$ cat src/rtl/fifo_wr_arbiter_if.sv
// Producer/FIFO-side bundle for fifo_wr_arbiter.
// The slave modport is the arbiter's view; the master modport belongs to the
// environment that drives the producer requests and the FIFO full flag.
interface fifo_wr_arbiter_if #(
  parameter int NUM_REQ    = 4,
  parameter int DATA_WIDTH = 8
);
  logic [NUM_REQ-1:0]            req_i;
  logic [NUM_REQ*DATA_WIDTH-1:0] data_i;
  logic [NUM_REQ-1:0]            gnt_o;
  logic [NUM_REQ-1:0]            ack_o;
  logic                          fifo_full_i;
  logic                          fifo_w_en_o;
  logic [DATA_WIDTH-1:0]         fifo_data_o;
  logic                          busy_o;

  modport slave (
    input  req_i, data_i, fifo_full_i,
    output gnt_o, ack_o, fifo_w_en_o, fifo_data_o, busy_o
  );

  modport master (
    output req_i, data_i, fifo_full_i,
    input  gnt_o, ack_o, fifo_w_en_o, fifo_data_o, busy_o
  );
endinterface

$ cat src/rtl/fifo_wr_arbiter.sv
// Round-robin arbiter sharing one FIFO write port among NUM_REQ producers.
// A registered one-hot grant selects a producer; the write (ack) fires
// combinationally whenever that producer is requesting and the FIFO is not
// full, so back-to-back grants sustain one write per clock.
// Optional feature: define FIFO_ARB_BURST_EN to let a granted producer keep
// the port for up to MAX_BURST consecutive beats before rotation.
// Note: rst_n is active-high despite its name (1 = reset).
module fifo_wr_arbiter #(
  parameter int NUM_REQ    = 4,
  parameter int DATA_WIDTH = 8,
  parameter int MAX_BURST  = 4
) (
  input  logic               clk,
  input  logic               rst_n,
  fifo_wr_arbiter_if.slave   bus
);

  localparam int PTR_W = $clog2(NUM_REQ);

  // Elaboration-time guard on the supported configuration range
  if ((NUM_REQ < 2) || (NUM_REQ > 8) || (MAX_BURST < 1)) begin : g_bad_cfg
    $error("fifo_wr_arbiter: unsupported NUM_REQ/MAX_BURST");
  end

  typedef enum logic {
    IDLE  = 1'b0,
    SERVE = 1'b1
  } state_t;

  state_t              r_state;
  logic [NUM_REQ-1:0]  r_gnt;
  logic [PTR_W-1:0]    r_ptr;
  logic                r_busy;
`ifdef FIFO_ARB_BURST_EN
  localparam int BEAT_W = $clog2(MAX_BURST + 1);
  logic [BEAT_W-1:0]   r_beat;
`endif

  logic [NUM_REQ-1:0]    w_ack;
  logic [PTR_W-1:0]      w_gidx;
  logic                  w_req_g;
  logic [NUM_REQ-1:0]    w_pick_idle;
  logic [NUM_REQ-1:0]    w_pick_rot;
  logic [DATA_WIDTH-1:0] w_masked [NUM_REQ];
  logic [DATA_WIDTH-1:0] w_data;

  // First set bit of mask strictly after ptr, wrapping around
  function automatic logic [NUM_REQ-1:0] rr_pick(
    input logic [NUM_REQ-1:0] mask,
    input logic [PTR_W-1:0]   ptr
  );
    logic [NUM_REQ-1:0] pick;
    logic               found;
    int                 idx;
    pick  = '0;
    found = 1'b0;
    for (int k = 1; k <= NUM_REQ; k++) begin
      idx = (int'(ptr) + k) % NUM_REQ;
      if (!found && mask[idx[PTR_W-1:0]]) begin
        pick[idx[PTR_W-1:0]] = 1'b1;
        found                = 1'b1;
      end
    end
    return pick;
  endfunction

  // Per-producer ack gating and data masking by the one-hot grant
  for (genvar gi = 0; gi < NUM_REQ; gi++) begin : g_lane
    assign w_ack[gi]    = r_gnt[gi] & bus.req_i[gi] & ~bus.fifo_full_i;
    assign w_masked[gi] = bus.data_i[gi*DATA_WIDTH +: DATA_WIDTH] & {DATA_WIDTH{r_gnt[gi]}};
  end

  // OR-reduce the masked lanes; zero when nothing is granted (IDLE)
  always_comb begin
    w_data = '0;
    for (int k = 0; k < NUM_REQ; k++) begin
      w_data = w_data | w_masked[k];
    end
  end

  // Encode the one-hot grant into an index for the pointer update
  always_comb begin
    w_gidx = '0;
    for (int k = 0; k < NUM_REQ; k++) begin
      if (r_gnt[k]) begin
        w_gidx = PTR_W'(k);
      end
    end
  end

  assign w_req_g     = |(bus.req_i & r_gnt);
  assign w_pick_idle = rr_pick(bus.req_i, r_ptr);
  // Candidate after an ack: the just-served producer becomes lowest priority
  assign w_pick_rot  = rr_pick(bus.req_i, w_gidx);

  // Arbitration state machine: grant, rotation pointer and busy flag
  always_ff @(posedge clk) begin
    if (rst_n) begin
      r_state <= IDLE;
      r_gnt   <= '0;
      r_ptr   <= PTR_W'(NUM_REQ - 1);
      r_busy  <= 1'b0;
`ifdef FIFO_ARB_BURST_EN
      r_beat  <= '0;
`endif
    end else begin
      case (r_state)
        IDLE: begin
          if (|bus.req_i) begin
            r_gnt   <= w_pick_idle;
            r_state <= SERVE;
            r_busy  <= 1'b1;
          end
        end
        SERVE: begin
          if (!w_req_g) begin
            // Granted producer withdrew without being written: give up the port
            r_state <= IDLE;
            r_gnt   <= '0;
            r_busy  <= 1'b0;
`ifdef FIFO_ARB_BURST_EN
            r_beat  <= '0;
`endif
          end else if (!bus.fifo_full_i) begin
            // A write happens this cycle
            r_ptr <= w_gidx;
`ifdef FIFO_ARB_BURST_EN
            if ((int'(r_beat) + 1) < MAX_BURST) begin
              r_beat <= r_beat + BEAT_W'(1);
            end else begin
              r_beat <= '0;
              r_gnt  <= w_pick_rot;
              if (~|bus.req_i) begin
                r_state <= IDLE;
                r_busy  <= 1'b0;
              end
            end
`else
            r_gnt <= w_pick_rot;
            if (~|bus.req_i) begin
              r_state <= IDLE;
              r_busy  <= 1'b0;
            end
`endif
          end
          // FIFO full with request still held: stall, everything holds
        end
        default: begin
          r_state <= IDLE;
          r_gnt   <= '0;
          r_busy  <= 1'b0;
        end
      endcase
    end
  end

  assign bus.gnt_o       = r_gnt;
  assign bus.ack_o       = w_ack;
  assign bus.fifo_w_en_o = |w_ack;
  assign bus.fifo_data_o = w_data;
  assign bus.busy_o      = r_busy;

endmodule

$ cat src/flat_wrapper.sv
// flat-port wrapper written by rule: the top's interface ports become plain ports
module fifo_wr_arbiter_flat 
#(
  parameter int NUM_REQ    = 4,
  parameter int DATA_WIDTH = 8,
  parameter int MAX_BURST  = 4
)
  (clk, rst_n, bus_req_i, bus_data_i, bus_fifo_full_i, bus_gnt_o, bus_ack_o, bus_fifo_w_en_o, bus_fifo_data_o, bus_busy_o);
  fifo_wr_arbiter_if #(.NUM_REQ(NUM_REQ), .DATA_WIDTH(DATA_WIDTH)) bus_i ();
  input  logic clk;
  input  logic rst_n;
  input wire logic [$bits(bus_i.req_i)-1:0] bus_req_i;
  input wire logic [$bits(bus_i.data_i)-1:0] bus_data_i;
  input wire logic [$bits(bus_i.fifo_full_i)-1:0] bus_fifo_full_i;
  output wire logic [$bits(bus_i.gnt_o)-1:0] bus_gnt_o;
  output wire logic [$bits(bus_i.ack_o)-1:0] bus_ack_o;
  output wire logic [$bits(bus_i.fifo_w_en_o)-1:0] bus_fifo_w_en_o;
  output wire logic [$bits(bus_i.fifo_data_o)-1:0] bus_fifo_data_o;
  output wire logic [$bits(bus_i.busy_o)-1:0] bus_busy_o;
  assign bus_i.req_i = bus_req_i;
  assign bus_i.data_i = bus_data_i;
  assign bus_i.fifo_full_i = bus_fifo_full_i;
  assign bus_gnt_o = bus_i.gnt_o;
  assign bus_ack_o = bus_i.ack_o;
  assign bus_fifo_w_en_o = bus_i.fifo_w_en_o;
  assign bus_fifo_data_o = bus_i.fifo_data_o;
  assign bus_busy_o = bus_i.busy_o;
  fifo_wr_arbiter #(.NUM_REQ(NUM_REQ), .DATA_WIDTH(DATA_WIDTH), .MAX_BURST(MAX_BURST)) u_core (.clk(clk), .rst_n(rst_n), .bus(bus_i));
endmodule
$ cat config.mk
export PLATFORM = sky130hd
export DESIGN_NAME = fifo_wr_arbiter_flat
export DESIGN_NICKNAME = d
export VERILOG_FILES = /design/src/rtl/fifo_wr_arbiter_if.sv /design/src/rtl/fifo_wr_arbiter.sv /design/src/flat_wrapper.sv
export SDC_FILE = /design/constraint.sdc
export NUM_CORES = 1
export LEC_CHECK = 0
export BUFFER_PORTS_ARGS = -buffer_cell sky130_fd_sc_hd__buf_2
export CAP_MARGIN = 10
export CORE_MARGIN = 2
export CORE_UTILIZATION = 35
export DETAILED_ROUTE_END_ITERATION = 8
export SLEW_MARGIN = 20
export SYNTH_ARGS = -nofsm -noshare
export SYNTH_HDL_FRONTEND = slang
export SYNTH_SLANG_ARGS = --single-unit
$ cat constraint.sdc
create_clock -name clk -period 3.4 [get_ports clk]
set_input_delay 0.51 -clock clk [delete_from_list [all_inputs] [get_ports clk]]
set_output_delay 0.51 -clock clk [all_outputs]
set_load 0.02 [all_outputs]
==> reports/metrics.cfg <==
[floorplan]
core_area_um2 = 3660
row_count = 22
ios = 57
start_util = 0.366
fp.dieArea_um2 = 4340
die_w_um = 65.9
die_h_um = 65.9

[run]
drv_cap = 0

[sta]
max_slew_margin = 0.563
clock_skew_ns = 0.00606
min_period_over_period = 0.895
clock.fmax_mhz = 328
rsz0062_at_grt = no
min_period_ns = 3.04
setup_violations = 0
whs_ns = 0.500
tightestPinTransition_ns = 0.656
tns_ns = 0
hold_viol_final = 0
slew_viol_final = 0

[logic_synthesis]
ys_warn_count = 0
seq_area_frac_synth = 0.120
synth_edf_count = 0
syn_area_um2 = 1340
syn_nets = 228
ys_seq_elements = 8
synth.area.top_cells = ha_1 13%, dfxtp_1 12%, a22oi_1 10%
synth_top_cell_by_area = ha_1
syn_area_per_cell_um2 = 7.66
synth_top_flop_cell = dfxtp_1
synth_most_common_cell = nand2_1
synth_cell_types = 45
syn_inst = 175
synth_top_area_frac = 0.131
yosys-top-cells-count = 24 x nand2_1, 18 x a22oi_1, 14 x ha_1, 13 x inv_1, 11 x nor2_1
synthArstFlopShare = 0

[critical_path]
max_stage_delay_ns = 0.58
required_ns = 3.54
path_buf_inv = 0
r2r-end = u_core.bus.gnt_o[0]
path_class = reg -> reg
rrSetupSlack_ns = 0.36
crit_cells = 8
r2r-start = u_core.bus.gnt_o[1]
worstPathArrival_ns = 3.18
crit_family = compound AO/OA/AOI/OAI gates
end_kind = flop
r2r_cells = 8
crit_slowest_cell = dfxtp_1
crit_fanout = 14
endpoint = u_core.bus.gnt_o[0]
path_cells = nor2b_1 > nor2_1 > ha_1 > nand2b_1 > a211oi_1 > o21ai_0 > a41o_1 > a221oi_1
startpoint = u_core.bus.gnt_o[1]
cp-start-kind = flop

[cells_and_area]
design_area_um2 = 1700
layout.nets = 283
syn_to_final_growth_pct = 27.0
layout-drive-gt1-share = 0.311
fin_util = 0.465
diodes = 0
layout.cells.non_filler = 276

[cts]
clkTransAtPathRegs_ns = 0.04
clock-sinks = 8
htree_levels = 1
cts_tree = yes
postCtsSetupRepairBufs = 0
cts-root-buf = clkbuf_8
cts_buffer_depth = 2
cts_resized = 0
clkLatencyLatePin_ns = 0.23
cts_buffers = 3
hold_buffers = 0

[place]
dp_hpwl_um = 3260
gp_congestion = 0.901
dpl_cell_area_um2 = 1660
place_inst = 273
port_buffers = 56

[power]
ir_drop_mv = 0.281
p_leak_nw = 0.787
power.density_nw_per_um2 = 361

[global_route]
grt_pass1_vias = 1318
gr-usage-all-layers = 0.186
overflow = 0
grt_first_pass_wirelength_um = 6310
grt_start_max_net_pins = 18
antenna_found_initial = 0

[detailed_routing]
via_per_inst = 5.89
drt-pass1-iter-count = 4
wire_per_inst_um = 15.4
finalWirelength_um = 4250
dr.first_iter.drc_count = 78
vias = 1625
antenna_left = 0
drc = 0

[worst_hold_path]
hold_path_class = reg -> reg
hold_depth = 2

[outcome]
outcome = finished, final reports clean

==> power breakdown <==
group | internal (mW) | switching, mW | total [mW]
sequential | 0.105 | 0.0258 | 0.131
clock | 0.0766 | 0.0366 | 0.113
combinational | 0.147 | 0.222 | 0.369
total | 0.329 | 0.285 | 0.614
==> flip-flops by register name, summed over array words and instances (netlist names) <==
name and count:
u_core.bus.busy_o 1, u_core.r_state 1, u_core.bus.gnt_o 4, u_core.r_ptr 2
==> how the worst min path moves through the flow <==
stage                                  from                  end  slack [ns]
after CTS                 u_core.bus.busy_o    u_core.bus.busy_o        0.51
after detailed placement  u_core.bus.busy_o    u_core.bus.busy_o        0.50
after global routing                  rst_n  u_core.bus.gnt_o[1]        0.56
after global placement    u_core.bus.busy_o    u_core.bus.busy_o        0.49
final                     u_core.bus.busy_o    u_core.bus.busy_o        0.50
after floorplan              u_core.r_state       u_core.r_state        0.52
==> through the flow <==
| step | setup slack, ns | power, mW |
|---|---|---|
| 6_report | 0.355 | 0.614 |
| 2_1_floorplan | 0.837 | 0.384 |
| 3_5_place_dp | 0.425 | 0.498 |
| 3_3_place_gp | 0.465 | 0.497 |
| 4_1_cts | 0.386 | 0.614 |
| 5_1_grt | 0.138 | 0.657 |
==> layer usage <==
layer,vias to the layer above,global-route usage,part of all wire
met5,-,0,0
met2,88,0.331,0.46
met3,0,0.0460,0.10
met1,753,0.241,0.44
met4,0,0,0
li1,784,-,-
==> layout make-up <==
class / instances / area (um2)
Timing Repair Buffer: 60 / 310
Multi-Input combinational cell: 144 / 1080
Fill cell: 367 / 1960
Tap cell: 48 / 60.1
Inverter: 13 / 48.8
Sequential cell: 8 / 160
Clock buffer: 3 / 41.3
==> worst register-to-register path: cells and delay by family (launching register included) <==
family / cells / cell delay [ns]
compound gates: 4 / 1.25
flops: 1 / 0.58
simple gates: 3 / 0.72
fa+ha+maj: 1 / 0.40
==> cell families (layout without fill, tap and decap cells) <==
| group | after synthesis | after routing | share of synthesized area |
|---|---|---|---|
| AOI/OAI and AO/OA | 65 | 65 | 0.382 |
| adders and majority gates | 14 | 14 | 0.131 |
| buffers and inverters | 23 | 76 | 0.0738 |
| DFF | 8 | 8 | 0.120 |
| muxes | 4 | 4 | 0.0607 |
| and+or+nand+nor | 61 | 61 | 0.233 |
==> cell usage in the layout, fill, tap and decap left out, drive strengths merged, types with 5 or more instances in the layout <==
cell type | netlist | layout
buf | 5 | 60
nand2 | 24 | 24
a22oi | 18 | 18
ha | 14 | 14
inv | 13 | 13
nor2 | 11 | 11
a21oi | 9 | 9
dfxtp | 8 | 8
o2111ai | 6 | 6
nand3b | 5 | 5
Note: power is estimated with default switching activity, not from simulation.
